--- config.mk ---
export PLATFORM = sky130hd
export DESIGN_NAME = input_fifo_array
export DESIGN_NICKNAME = d
export VERILOG_FILES = /design/src/rtl/input_fifo_array.sv
export SDC_FILE = /design/constraint.sdc
export NUM_CORES = 1
export LEC_CHECK = 0
export CAP_MARGIN = 20
export CORE_MARGIN = 4
export CORE_UTILIZATION = 40
export CTS_BUF_LIST = sky130_fd_sc_hd__clkbuf_2 sky130_fd_sc_hd__clkbuf_4 sky130_fd_sc_hd__clkbuf_8
export CTS_CLUSTER_SIZE = 10
export DETAILED_ROUTE_END_ITERATION = 10
export SYNTH_ARGS = -nofsm -noshare
export SYNTH_HDL_FRONTEND = slang
export SYNTH_SLANG_ARGS = --single-unit
--- constraint.sdc ---
create_clock -name CLK_WR -period 3 [get_ports CLK_WR]
set_clock_uncertainty 0.05 [all_clocks]
set_input_delay 0.45 -clock CLK_WR [delete_from_list [all_inputs] [get_ports CLK_WR]]
set_output_delay 0.45 -clock CLK_WR [all_outputs]
set_load 0.03 [all_outputs]
--- src/rtl/input_fifo_array.sv ---
// Bank of NUM_CH independent synchronous FIFOs sharing one write bus, with an
// optional gang mode that pairs channels (2k, 2k+1) to absorb a wide input word.
module input_fifo_array #(
  parameter int NUM_CH     = 4,
  parameter int DATA_WIDTH = 32,
  parameter int DIN_WIDTH  = 36,
  parameter int DEPTH      = 4,
  parameter int AF_LEVEL   = DEPTH - 1,
  localparam int ADDR_W    = $clog2(DEPTH),
  localparam int CW        = ADDR_W + 1
) (
  input  logic                         CLK_WR,
  input  logic                         rst_n,
  input  logic [DIN_WIDTH-1:0]         din,
  input  logic [NUM_CH-1:0]            WR_EN,
  input  logic [NUM_CH-1:0]            RD_EN,
  input  logic                         col_en,
  input  logic [NUM_CH-1:0]            reg_en_flag,
  input  logic                         err_clr,
  output logic [NUM_CH*DATA_WIDTH-1:0] RD_DATA,
  output logic [NUM_CH-1:0]            full,
  output logic [NUM_CH-1:0]            empty,
  output logic [NUM_CH-1:0]            almost_full,
  output logic [NUM_CH*CW-1:0]         count,
  output logic [NUM_CH-1:0]            ovf,
  output logic [NUM_CH-1:0]            udf
);

  localparam int HI_W = DIN_WIDTH - DATA_WIDTH;
  localparam logic [CW-1:0] DEPTH_C = CW'(DEPTH);
  localparam logic [CW-1:0] AF_C    = CW'(AF_LEVEL);

  for (genvar c = 0; c < NUM_CH; c++) begin : g_ch
    // In gang mode an odd channel follows the controls of its even partner.
    localparam int SRC = ((c % 2) == 1) ? c - 1 : c;

    logic                  wr_req_s;
    logic                  rd_req_s;
    logic                  flag_s;
    logic [DATA_WIDTH-1:0] wdata_s;
    logic                  full_s;
    logic                  empty_s;
    logic                  rd_acc_s;
    logic                  wr_acc_s;
    logic                  ovf_set_s;
    logic                  udf_set_s;

    logic [DATA_WIDTH-1:0] mem_r [DEPTH];
    logic [ADDR_W-1:0]     wr_ptr_r;
    logic [ADDR_W-1:0]     rd_ptr_r;
    logic [CW-1:0]         count_r;
    logic [DATA_WIDTH-1:0] rd_word_r;
    logic                  ovf_r;
    logic                  udf_r;

    // Effective per-channel request, output-enable and write-word selection.
    always_comb begin
      wr_req_s = WR_EN[c];
      rd_req_s = RD_EN[c];
      flag_s   = reg_en_flag[c];
      wdata_s  = {DATA_WIDTH{1'b0}};
      if (col_en && (SRC != c)) begin
        wr_req_s = WR_EN[SRC];
        rd_req_s = RD_EN[SRC];
        flag_s   = reg_en_flag[SRC];
        wdata_s[HI_W-1:0] = din[DIN_WIDTH-1:DATA_WIDTH];
      end else begin
        wdata_s = din[DATA_WIDTH-1:0];
      end
    end

    assign full_s    = (count_r == DEPTH_C);
    assign empty_s   = (count_r == {CW{1'b0}});
    // A read on empty is rejected; a write on full only proceeds if a read frees a slot.
    assign rd_acc_s  = rd_req_s & ~empty_s;
    assign wr_acc_s  = wr_req_s & (~full_s | rd_acc_s);
    assign ovf_set_s = wr_req_s & full_s & ~rd_acc_s;
    assign udf_set_s = rd_req_s & empty_s;

    // Storage array, no reset needed since occupancy is tracked by count_r.
    always_ff @(posedge CLK_WR) begin
      if (wr_acc_s) begin
        mem_r[wr_ptr_r] <= wdata_s;
      end
    end

    // Pointers, occupancy, registered head word and sticky error flags.
    always_ff @(posedge CLK_WR or negedge rst_n) begin
      if (!rst_n) begin
        wr_ptr_r  <= {ADDR_W{1'b0}};
        rd_ptr_r  <= {ADDR_W{1'b0}};
        count_r   <= {CW{1'b0}};
        rd_word_r <= {DATA_WIDTH{1'b0}};
        ovf_r     <= 1'b0;
        udf_r     <= 1'b0;
      end else begin
        if (wr_acc_s) begin
          wr_ptr_r <= wr_ptr_r + ADDR_W'(1);
        end
        if (rd_acc_s) begin
          rd_ptr_r  <= rd_ptr_r + ADDR_W'(1);
          rd_word_r <= mem_r[rd_ptr_r];
        end
        case ({wr_acc_s, rd_acc_s})
          2'b10:   count_r <= count_r + CW'(1);
          2'b01:   count_r <= count_r - CW'(1);
          default: count_r <= count_r;
        endcase
        // A fresh error outranks a simultaneous clear.
        ovf_r <= ovf_set_s | (ovf_r & ~err_clr);
        udf_r <= udf_set_s | (udf_r & ~err_clr);
      end
    end

    assign RD_DATA[c*DATA_WIDTH +: DATA_WIDTH] = rd_word_r & {DATA_WIDTH{flag_s}};
    assign count[c*CW +: CW] = count_r;
    assign full[c]           = full_s;
    assign empty[c]          = empty_s;
    assign almost_full[c]    = (count_r >= AF_C);
    assign ovf[c]            = ovf_r;
    assign udf[c]            = udf_r;
  end

endmodule

==> results_dict.tcl <==
set metrics [dict create \
    status "finished, final reports clean" \
    drtPass1Iterations 5 \
    final_nets 1727 \
    die-area_um2 71100 \
    hp-class "input port to async pin" \
    routed_via_density 5.06 \
    grt-ovfl-total 0 \
    max_freq_ghz 0.348 \
    power.share.clock_pct 24.4 \
    worstSetupStartpointType "flip-flop" \
    cts_made_buffers 107 \
    wire_per_inst_um 23.1 \
    cts.repair.resized 0 \
    place.gp.congestion 0.731 \
    dpl-instance-area_um2 30300 \
    h-tree-depth 3 \
    netSwitchingPower_mw 10.2 \
    track_usage_pct 17.2 \
    grt_first_pass_wirelength_um 91700 \
    core_um2 66000 \
    r2r-start "g_ch[2].count_r[1]$_DFFE_PN0P_" \
    synth_nets 1439 \
    design_area_um2 32600 \
    hold_viol_final 0 \
    grt_max_degree 62 \
    via_count 13200 \
    finalCriticalPeriod_ns 2.87 \
    yosysMostFrequentCell "edfxtp_1" \
    yosysTopAreaCell "edfxtp_1" \
    cts_setup_buffers 0 \
    hold_slack_ns 0.310 \
    synth.cell_area_um2 26700 \
    p_comb_share_pct 33.0 \
    pin_count 212 \
    drive_gt1_share_pct 38.3 \
    rows 94 \
    cts_tree "done" \
    period_share_pct 95.8 \
    drc 0 \
    worstSetupEndpointType "primary output" \
    cts_hold_buf 1 \
    synth.avg_cell_area_um2 19.6 \
    routed_wl_um 60400 \
    drv_slew 0 \
    internal_power_mw 22.6 \
    dp.cells 2409 \
    leakagePower_nw 11.7 \
    cp_max_fo 6 \
    synth-edff-count 512 \
    seq_power_share_pct 42.7 \
    cts_root_buffer "clkbuf_8" \
    synth.top_cell.area_share_pct 57.5 \
    ys_top_cells_by_count "512 x edfxtp_1, 164 x dfrtp_1, 132 x mux2_2" \
    worstMarginPinSlew_ns 0.896 \
    ys_warn_count 0 \
    critical_path_class "flip-flop to primary output" \
    maxCapViolCount 0 \
    stdcell_count 2616 \
    dp_hpwl_um 37900 \
    ys_seq_elements 676 \
    slew_headroom_pct 40.3 \
    dp_slack_ns 0.0935 \
    ant_nets 0 \
    synthDistinctLibCells 50 \
    start_util_pct 40.5 \
    fin_util_pct 49.4 \
    path_clk_slew_ns 0.06 \
    cts.sinks 676 \
    crit_required_ns 2.50 \
    synthTopCellsByArea "edfxtp_1 57%, dfrtp_1 15%, mux4_2 11%" \
    synthesis.instances 1367 \
    layout_setup_ws_ns 0.125 \
    cp_data_arrival_time_ns 2.37 \
    fp.dieH_um 267 \
    ys_seq_area_share_pct 72.8 \
    p_total_mw 32.8 \
    clkLatencyLatePin_ns 0.69 \
    antenna_found_initial 3 \
    io_buffers 211 \
    vdd_drop_max_uv 428 \
    clk_path_buf_depth 3 \
    critPathLaunch "g_ch[1].count_r[0]$_DFFE_PN0P_" \
    syn2layout_area_growth_pct 22.0 \
    die_w_um 267 \
    pwr_density_cell_nw_per_um2 1010 \
    synth_top_flop_cell "edfxtp_1" \
    setup-violations-final 0 \
    grt_pass1_vias 14300 \
    rsz0062_at_grt "false" \
    drt_iter0_drc 807 \
    async_flop_share_pct 24.3 \
    sw_frac_of_total_pct 31.2 \
    final.setup.tns_ns 0 \
]
==> cell usage in the layout (no fill, tap or decap), types with 3 or more instances in the layout <==
cell type,Yosys,final
ha_1,16,16
nor2b_1,96,96
mux2i_1,7,5
dfrtp_1,164,158
or2_2,4,4
clkbuf_4,0,45
clkinv_2,0,17
clkinv_1,0,12
nor2_1,7,7
mux2_2,132,132
clkbuf_8,0,122
buf_4,26,114
edfxtp_1,512,512
xnor2_1,12,12
and2_1,83,71
o22ai_1,7,7
mux4_2,128,128
clkdlybuf4s50_1,0,86
xor2_1,7,7
and2_2,0,12
o21ai_0,13,13
mux2i_2,4,4
inv_1,30,30
a21o_1,3,3
buf_12,0,61
mux2i_4,1,3
nand2b_1,4,3
nand2_1,15,15
dfrtp_2,0,6
a21oi_1,6,6
fa_1,4,4
==> registers in the layout, indices dropped and copies added, names as in the netlist <==
signal,count
g_ch.mem_r,512
g_ch.udf_r,4
g_ch.rd_ptr_r,8
g_ch.ovf_r,4
g_ch.wr_ptr_r,8
g_ch.count_r,12
g_ch.rd_word_r,128
==> area by class of cell <==
type / count / area [um2]
diodes: 2 / 5.00
flip-flops and latches: 676 / 19500
clock buffers: 166 / 2000
fillers: 5447 / 33400
inverters: 30 / 113
repair buffers: 264 / 2970
multi-input cells: 576 / 6700
well taps: 864 / 1080
clock inverters: 38 / 262
==> metal layers <==
metal	global-route usage (%)	vias to the layer above	wire length (um)
met5	0	-	20
met4	5.07	4	1160
met3	3.54	80	3330
met2	28.8	343	30100
met1	23.1	6980	25700
li1	-	5821	-
==> critical path: stages, from the launching register on <==
cell and delay [ns]:
dfrtp_1 0.46, nor3b_1 0.45, clkdlybuf4s50_1 0.77
==> logic make-up (layout without fill, tap and decap cells) <==
family          Yosys count  after routing  share of synthesized area (%)
simple gates            219            219                           5.09
mux                     274            274                           17.0
compound gates           44             44                           1.15
flops                   676            676                           72.8
fa+ha+maj                20             20                           1.05
buf+inv                 115            498                           2.28
xor+xnor                 19             19                          0.622
other cells               0              2                              0
==> power by group through the flow <==
| stage | registers, mW | clock network, mW | logic, mW |
|---|---|---|---|
| floorplan | 13.7 | 0 | 7.38 |
| global placement | 14.1 | 0 | 10.9 |
| detailed placement | 14.2 | 0 | 11.0 |
| CTS | 14.0 | 8.22 | 11.1 |
| global route | 14.3 | 8.67 | 11.6 |
| finish | 14.0 | 7.99 | 10.8 |
==> worst paths after layout <==
check,to,slack [ns],cells after the start
worst min-delay path,g_ch[0].rd_word_r[7]$_DFFE_PN0N_,0.31,2
max in group asynchronous,g_ch[1].rd_word_r[28]$_DFFE_PN0P_,1.76,3
worst max register to register,g_ch[2].count_r[2]$_DFFE_PN0P_,0.79,7
worst max-delay path,full[1],0.13,2
worst min register to register,g_ch[0].rd_word_r[21]$_DFFE_PN0N_,0.45,1
min in group CLK_WR,g_ch[0].mem_r[0][14]$_DFFE_PP_,0.44,2
Note: power is estimated with default switching activity, not from simulation.
